<file path="config.mk">
export PLATFORM = sky130hd
export DESIGN_NAME = vram_write_buffer_m
export DESIGN_NICKNAME = d
export VERILOG_FILES = /design/src/rtl/gpu_pkg_p.sv /design/src/rtl/sync_fifo_m.sv /design/src/rtl/vram_write_buffer_m.sv
export SDC_FILE = /design/constraint.sdc
export NUM_CORES = 1
export LEC_CHECK = 0
export ABC_AREA = 1
export CAP_MARGIN = 20
export CORE_MARGIN = 2
export CORE_UTILIZATION = 50
export DETAILED_ROUTE_END_ITERATION = 16
export PLACE_DENSITY = 0.68
export RECOVER_POWER = 100
export SLEW_MARGIN = 20
export SYNTH_ARGS = -nofsm -noshare
export SYNTH_HDL_FRONTEND = slang
export SYNTH_SLANG_ARGS = --single-unit
</file>
<file path="constraint.sdc">
create_clock -name clk -period 5.34 [get_ports clk]
set_clock_uncertainty 0.1 [all_clocks]
set_input_delay 1.068 -clock clk [delete_from_list [all_inputs] [get_ports clk]]
set_output_delay 1.068 -clock clk [all_outputs]
set_load 0.05 [all_outputs]
</file>
<file path="src/rtl/gpu_pkg_p.sv">
// Shared GPU types and VRAM geometry for the write-side buffer and its producers.
// The VRAM macros normally come from parameters.vh; the defaults below apply when it is not included first.
`ifndef VRAM_ADDR_WIDTH
`define VRAM_ADDR_WIDTH 12
`endif
`ifndef VRAM_SIZE
`define VRAM_SIZE 12'h900
`endif

package gpu_pkg_p;

  localparam int VRAM_ADDR_W = `VRAM_ADDR_WIDTH;
  localparam logic [VRAM_ADDR_W-1:0] VRAM_LIMIT = `VRAM_SIZE;

  typedef struct packed {
    logic [VRAM_ADDR_W-1:0] address;
    logic [7:0]             data;
  } vram_write_t;

  typedef enum logic [1:0] {
    ST_EMPTY   = 2'd0,
    ST_FILLING = 2'd1,
    ST_FULL    = 2'd2
  } buf_state_e;

  function automatic logic [7:0] sat_inc8(input logic [7:0] v);
    return (v == 8'hff) ? v : v + 8'd1;
  endfunction

endpackage

</file>
<file path="src/rtl/sync_fifo_m.sv">
// Single-clock FIFO with explicit occupancy tracking; the caller guarantees
// no push when full and no pop when empty. clear takes priority over push/pop.
module sync_fifo_m #(
  parameter int WIDTH = 20,
  parameter int DEPTH = 16
) (
  input  logic                   clk,
  input  logic                   rst,
  input  logic                   push,
  input  logic                   pop,
  input  logic                   clear,
  input  logic [WIDTH-1:0]       wdata,
  output logic [WIDTH-1:0]       rdata,
  output logic [$clog2(DEPTH):0] level
);

  localparam int PTR_W = $clog2(DEPTH);
  localparam int LVL_W = $clog2(DEPTH) + 1;

  logic [WIDTH-1:0] mem_q [DEPTH];
  logic [WIDTH-1:0] mem_d [DEPTH];
  logic [PTR_W-1:0] wr_ptr_q, wr_ptr_d;
  logic [PTR_W-1:0] rd_ptr_q, rd_ptr_d;
  logic [LVL_W-1:0] level_q, level_d;

  always_comb begin
    mem_d    = mem_q;
    wr_ptr_d = wr_ptr_q;
    rd_ptr_d = rd_ptr_q;
    level_d  = level_q;
    if (clear) begin
      wr_ptr_d = '0;
      rd_ptr_d = '0;
      level_d  = '0;
    end else begin
      if (push) begin
        mem_d[wr_ptr_q] = wdata;
        wr_ptr_d        = wr_ptr_q + PTR_W'(1);
      end
      if (pop) begin
        rd_ptr_d = rd_ptr_q + PTR_W'(1);
      end
      case ({push, pop})
        2'b10:   level_d = level_q + LVL_W'(1);
        2'b01:   level_d = level_q - LVL_W'(1);
        default: level_d = level_q;
      endcase
    end
  end

  always_ff @(posedge clk) begin
    if (rst) begin
      wr_ptr_q <= '0;
      rd_ptr_q <= '0;
      level_q  <= '0;
    end else begin
      wr_ptr_q <= wr_ptr_d;
      rd_ptr_q <= rd_ptr_d;
      level_q  <= level_d;
    end
  end

  // Storage needs no reset: level gates every use of the contents.
  always_ff @(posedge clk) begin
    mem_q <= mem_d;
  end

  assign rdata = mem_q[rd_ptr_q];
  assign level = level_q;

endmodule

</file>
<file path="src/rtl/vram_write_buffer_m.sv">
// Buffers producer VRAM writes and commits them only inside the GPU write window,
// screening out-of-range addresses and keeping overflow/drop statistics.
module vram_write_buffer_m
  import gpu_pkg_p::*;
#(
  parameter int                DEPTH      = 16,
  parameter int                ADDR_W     = VRAM_ADDR_W,
  parameter logic [ADDR_W-1:0] VRAM_LIMIT = ADDR_W'(gpu_pkg_p::VRAM_LIMIT)
) (
  input  logic                   clk,
  input  logic                   rst,
  input  logic                   in_valid,
  input  logic [ADDR_W-1:0]      in_address,
  input  logic [7:0]             in_data,
  output logic                   in_ready,
  input  logic                   flush,
  input  logic                   write_window,
  output logic [ADDR_W-1:0]      vram_address,
  output logic [7:0]             vram_data,
  output logic                   vram_write_enable,
  output logic [$clog2(DEPTH):0] level,
  output logic                   overflow,
  output logic [7:0]             dropped_count
);

  localparam int LVL_W = $clog2(DEPTH) + 1;
  localparam logic [LVL_W-1:0] FULL_LVL = LVL_W'(DEPTH);

  // Handshake: a request transfers on any edge where in_valid && in_ready.
  // in_ready never looks at a same-cycle pop, so a full buffer refuses even while draining.

  logic [LVL_W-1:0]  fifo_level;
  logic [LVL_W-1:0]  lvl_next;
  logic [ADDR_W+7:0] fifo_rdata;
  logic              accept, in_range, push, pop;
  buf_state_e        state_q, state_d;
  logic              overflow_q, overflow_d;
  logic [7:0]        dropped_q, dropped_d;

  assign in_ready          = (state_q != ST_FULL) && !flush;
  assign vram_write_enable = write_window && (state_q != ST_EMPTY) && !flush && !rst;
  assign accept            = in_valid && in_ready;
  assign in_range          = in_address < VRAM_LIMIT;
  assign push              = accept && in_range;
  assign pop               = vram_write_enable;

  sync_fifo_m #(
    .WIDTH (ADDR_W + 8),
    .DEPTH (DEPTH)
  ) u_fifo (
    .clk   (clk),
    .rst   (rst),
    .push  (push),
    .pop   (pop),
    .clear (flush),
    .wdata ({in_address, in_data}),
    .rdata (fifo_rdata),
    .level (fifo_level)
  );

  always_comb begin
    lvl_next = fifo_level;
    if (flush) begin
      lvl_next = '0;
    end else begin
      case ({push, pop})
        2'b10:   lvl_next = fifo_level + LVL_W'(1);
        2'b01:   lvl_next = fifo_level - LVL_W'(1);
        default: lvl_next = fifo_level;
      endcase
    end

    if (lvl_next == '0)           state_d = ST_EMPTY;
    else if (lvl_next == FULL_LVL) state_d = ST_FULL;
    else                           state_d = ST_FILLING;

    overflow_d = overflow_q || (in_valid && !in_ready && !flush);
    dropped_d  = (accept && !in_range) ? sat_inc8(dropped_q) : dropped_q;
  end

  always_ff @(posedge clk) begin
    if (rst) begin
      state_q    <= ST_EMPTY;
      overflow_q <= 1'b0;
      dropped_q  <= 8'h00;
    end else begin
      state_q    <= state_d;
      overflow_q <= overflow_d;
      dropped_q  <= dropped_d;
    end
  end

  assign vram_address  = (state_q != ST_EMPTY) ? fifo_rdata[ADDR_W+7:8] : '0;
  assign vram_data     = (state_q != ST_EMPTY) ? fifo_rdata[7:0] : 8'h00;
  assign level         = fifo_level;
  assign overflow      = overflow_q;
  assign dropped_count = dropped_q;

endmodule

</file>
Word-level counts from Yosys, hierarchy flattened
Index checks and enable logic that the tools add are counted.
Widths: inputs -> output; s select.
- $add $sub $neg: 5
- muxes and demuxes: 11
- $lt $le $gt $ge: 4
- equal/unequal tests: 5
- bitwise operators: 4
- reductions and logical operators: 21
- operators by type and width (cell ; count):
    $bwmux 320 ; 1
    $bmux 20 s4 ; 1
    $demux 20 s4 ; 1
    $mux 20 ; 3
    $lt 12x12->1 const B ; 1
    $mux 12 ; 1
    $ge 5x5->1 const B ; 2
    $logic_and 1x1->1 ; 10
    $not 4->5 ; 2
    $pmux 5 s2 ; 1
    $add 4x1->4 const B ; 2
    $add 8x1->8 const B ; 1
    $eq 8x8->1 const B ; 1
    $mux 8 ; 1
    $add 5x1->5 const B ; 1
    $eq 5x5->1 const B ; 1
    $logic_not 5->1 ; 1
    $lt 5x1->1 const B ; 1
    $mux 5 ; 1
    $sub 5x1->5 const B ; 1
    $logic_not 1->1 ; 4
    $reduce_and 2->1 ; 2
    $reduce_or 2->1 ; 2
    $eq 2x1->1 const B ; 1
    6 further kinds ; 7
- word-level logic and storage cells: 72
- output and inout bits: 36
- input port bits: 25
- flip-flop bits (word level): 344

Depth between registers and ports, before layout
Gate-level depths: netlist of run 1.
- depth in word-level cells: 9
- depth in mapped cells: 19

By module
Synthesis of run 1 repeated with hierarchy kept, for this count alone.
- cells, all modules: 1318
- area total of the unflattened synthesis: 14843.0 um2
- modules (own cells, without submodules) (module ; cells an instance ; instances ; area an instance (um2)):
    sync_fifo_m ; 1133 ; 1 ; 13784.5
    vram_write_buffer_m ; 185 ; 1 ; 1058.5

Worst setup path before layout of run 1
Ideal clock, no wire load.
- kind: input to register
- start: in flush
- end: reg u_fifo.mem_q[240] (netlist name) (enable)
- path buffers: 0
- setup time: 0.397 ns
- required time: 4.843 ns
- stages on the path: 5
- arrival: 2.972 ns
- setup slack: 1.871 ns
- cells stage by stage: nor2_2 -> nand3_1 -> nor2_1 -> nand2_1 -> nor2_1
- cells in the longest elaborated chain, start to end: 5
- elaborated cells between the ends (all ways): 6
- classes of those cells: bitwise: 1; reduce/logical: 5
- ends and longest elaborated chain (item ; RTL line ; RTL):
    start: declaration ; vram_write_buffer_m.sv:16 ; input logic flush,
    $logic_not 1->1 ; vram_write_buffer_m.sv:40 ; assign in_ready = (state_q != ST_FULL) && !flush;
    $logic_and 1x1->1 ; vram_write_buffer_m.sv:40 ;
    $logic_and 1x1->1 ; vram_write_buffer_m.sv:42 ; assign accept = in_valid && in_ready;
    $logic_and 1x1->1 ; vram_write_buffer_m.sv:44 ; assign push = accept && in_range;
    $reduce_and 2->1 (no source line) (*) ; -- ;
    end signal: assignment ; sync_fifo_m.sv:65 ; mem_q <= mem_d;
    end: declaration ; sync_fifo_m.sv:20 ; logic [WIDTH-1:0] mem_q [DEPTH];
Every way passes the cells marked *; elsewhere a longest branch is shown, timed or not.
A chain may end at the register's enable or synchronous reset.

Worst setup path after layout of run 1
- start: reg u_fifo.rd_ptr_q[0]
- end: out vram_data[7]
- cells in the longest elaborated chain, start to end: 5
- ends and longest elaborated chain (item ; RTL line ; RTL):
    start: declaration ; sync_fifo_m.sv:23 ; logic [PTR_W-1:0] rd_ptr_q, rd_ptr_d;
    start signal: assignment ; sync_fifo_m.sv:58 ; rd_ptr_q <= rd_ptr_d;
    $not 4->5 (not written as such) ; sync_fifo_m.sv:68 ; assign rdata = mem_q[rd_ptr_q];
    $bmux 20 s4 ; sync_fifo_m.sv:68 ;
    $mux 20 (not written as such) (2 in series) ; sync_fifo_m.sv:68 ;
    $mux 8 ; vram_write_buffer_m.sv:94 ; assign vram_data = (state_q != ST_EMPTY) ? fifo_rdata[7:0] : 8'h00;
    end: declaration ; vram_write_buffer_m.sv:19 ; output logic [7:0] vram_data,
Every way passes these cells. The select of a mux whose other input is x is not followed.

==> flow_metrics.py, run 1 <==
metrics = {
    "global_route": {
        "grt_max_degree": 93,
        "grt_use_total": 0.226,
        "overflow": 0,
        "first_global_vias": 9064,
        "grt_pass1_wl_mm": 50.2,
        "antenna_found_initial": 1,
    },
    "layout": {
        "final_common_cell": "edfxtp_1",
        "nets": 1227,
        "final_util": 0.579,
        "final_layout_size_suffix_gt1_frac": 0.0533,
        "layout_common_cells": "edfxtp_1 (320), nor2_1 (265), o21ai_0 (138)",
        "final_cells": 1598,
        "area_growth_pct": 14.4,
    },
    "clock_tree": {
        "cts_buffer_depth": 3,
        "post_cts_buffers": 0,
        "cts_root_buf": "clkbuf_16",
        "cts_hold_buf": 0,
        "cts_resized": 0,
        "cts_tree": "done",
        "cts-buffers-inserted": 36,
        "clkLatencyLatePin_ns": 0.51,
        "htreeDepth": 2,
        "clock-sinks": 344,
        "clkTransAtPathRegs_ns": 0.06,
    },
    "sta": {
        "fin_crit_sh": 0.927,
        "rsz0062_at_grt": "false",
        "slew_viol_final": 21,
        "max_slew_margin": -0.179,
        "fin_crit_ns": 4.95,
        "hold_violations": 0,
        "max_freq_mhz": 202,
        "setup_viol": 0,
        "setup_tns_ns": 0,
        "timing.final.ws_setup_ns": 0.388,
        "worst_slew_pin_slew_ns": 1.77,
    },
    "run_status": {
        "status": "finished with violations",
        "violations": "capacitance limit, slew limit",
    },
    "synth": {
        "synth_nets": 1161,
        "avgSynthCellArea_um2": 12.4,
        "synth.distinct_cells": 32,
        "synthesis.area_mm2": 0.0140,
        "netlist_instances": 1127,
        "ys_seq_elements": 344,
        "ys_seq_area_frac": 0.721,
        "synth_warnings": 0,
    },
    "drt": {
        "drt_iter0_markers": 1111,
        "wl_mm": 32.5,
        "antenna_left": 0,
        "vias": 9227,
        "routed_via_density": 5.77,
        "drt-pass1-iter-count": 5,
        "avgRoutedWirePerCell_um": 20.3,
        "drc": 0,
    },
    "die": {
        "initial_utilization": 0.506,
        "ioPinCount": 61,
        "fp.dieW_um": 171,
        "rows": 61,
        "core-area_mm2": 0.0276,
        "dieHeight_um": 171,
        "dieArea_mm2": 0.0293,
    },
    "worst_setup_path": {
        "crit_chain": "inv_6 -> buf_4 -> o21ai_0 -> o221ai_1 -> nand3_1 -> a21oi_1 -> dlygate4sd3_1",
        "r2r_cells": 7,
        "required_ns": 4.17,
        "cp_top_family": "buffers and inverters",
        "start_kind": "flop",
        "crit_fanout": 73,
        "path_class": "flop to primary output",
        "critPathMaxStageDelay_ns": 0.93,
        "crit_slowest_cell": "dlygate4sd3_1",
        "crit_path_end_kind": "primary output",
        "crit_cells": 7,
        "cp.arrival_ns": 3.78,
        "path_buf_inv": 3,
    },
    "power": {
        "p_leak_nw": 5.27,
        "power_density_mw_per_mm2": 349,
        "peakVddDrop_mv": 0.229,
        "power_w": 0.00559,
    },
    "min_path": {
        "holdPathStages": 2,
        "min_path_type": "flop to flop",
    },
    "place": {
        "pre_cts_slack_ns": 1.01,
        "dp.cells": 1533,
        "port_buffers": 60,
        "dp_hpwl_mm": 18.4,
        "gp_congestion": 0.822,
    },
    "job": {
        "cap_viol_max_count": 1,
    },
}
[sequential cells by signal, indices dropped and copies added (netlist names)]
| register | cells |
|---|---|
| u_fifo.mem_q | 320 |
| dropped_count | 8 |
| u_fifo.level | 5 |
| u_fifo.rd_ptr_q | 4 |
| u_fifo.wr_ptr_q | 4 |
| state_q | 2 |
| overflow | 1 |
[cells in the mapped netlist, drive strengths merged]
master	number	area, um^2
inv	32	125
clkbuf	29	111
nand2	51	194
nor3	2	10.0
nor2	268	1020
o211ai	67	503
xor2	1	8.76
a21oi	36	180
buf	39	308
nand3	25	125
ha	9	113
a31oi	1	6.26
o221ai	13	114
o21ai	201	1010
xnor2	4	35.0
dfxtp	24	480
edfxtp	320	9610
and3	1	6.26
o21bai	2	15.0
nand4	2	12.5
[cell families after synthesis]
| logic type | share of synthesized area |
|---|---|
| simple gates | 0.0981 |
| flops | 0.721 |
| compound gates | 0.130 |
| buf+inv | 0.0389 |
| fa+ha+maj | 0.00805 |
| xor+xnor | 0.00313 |
[final cells by class]
| cell class | instances | area [um^2] |
|---|---|---|
| Inverter | 32 | 125 |
| Timing Repair Buffer | 96 | 802 |
| Clock inverter | 17 | 181 |
| Multi-Input combinational cell | 683 | 3340 |
| Clock buffer | 47 | 973 |
| Antenna cell | 1 | 2.50 |
| Fill cell | 2249 | 11600 |
| Tap cell | 378 | 473 |
| Sequential cell | 344 | 10100 |
[path summary, 6_finish.rpt]
check | startpoint | end | slack (ns)
setup / recovery | u_fifo.rd_ptr_q[0] | vram_data[7] | 0.39
hold / removal | overflow | overflow | 0.37
setup reg to reg | state_q[0] | u_fifo.mem_q[11] | 2.01
hold reg to reg | overflow | overflow | 0.37
[through the flow]
stage | instance area, um^2 | hold slack (ns)
floorplan | 14000 | 0.377
global placement | 15000 | 0.364
detailed placement | 15000 | 0.360
CTS | 16100 | 0.380
global route | 16000 | 0.403
finish | 16000 | 0.370
[per-layer routing]
layer	track usage	vias up	routed length, um
li1	-	4233	-
met2	0.354	362	15000
met5	0	-	0
met1	0.323	4579	14400
met4	0.0752	0	706
met3	0.0412	53	2360
[worst register-to-register path, delay by kind of cell, from the launching register on]
kind,cells,cell delay [ns]
AND/OR/NAND/NOR,5,1.48
flip-flops,1,0.35
buffers and inverters,2,0.99
[where the power goes]
group	switching, W	leakage [nW]	internal, W
Clock	0.000973	0.561	0.00148
Sequential	0.00000608	3.08	0.00295
Combinational	0.000132	1.63	0.0000495
Total	0.00111	5.27	0.00448
Note: power is estimated with default switching activity, not from simulation.
==> run 2: changes to the inputs <==
- SKIP_CTS_REPAIR_TIMING: default -> 1
==> results of run 2 <==
No change in the layout: final DEF, timing and power equal those of run 1.
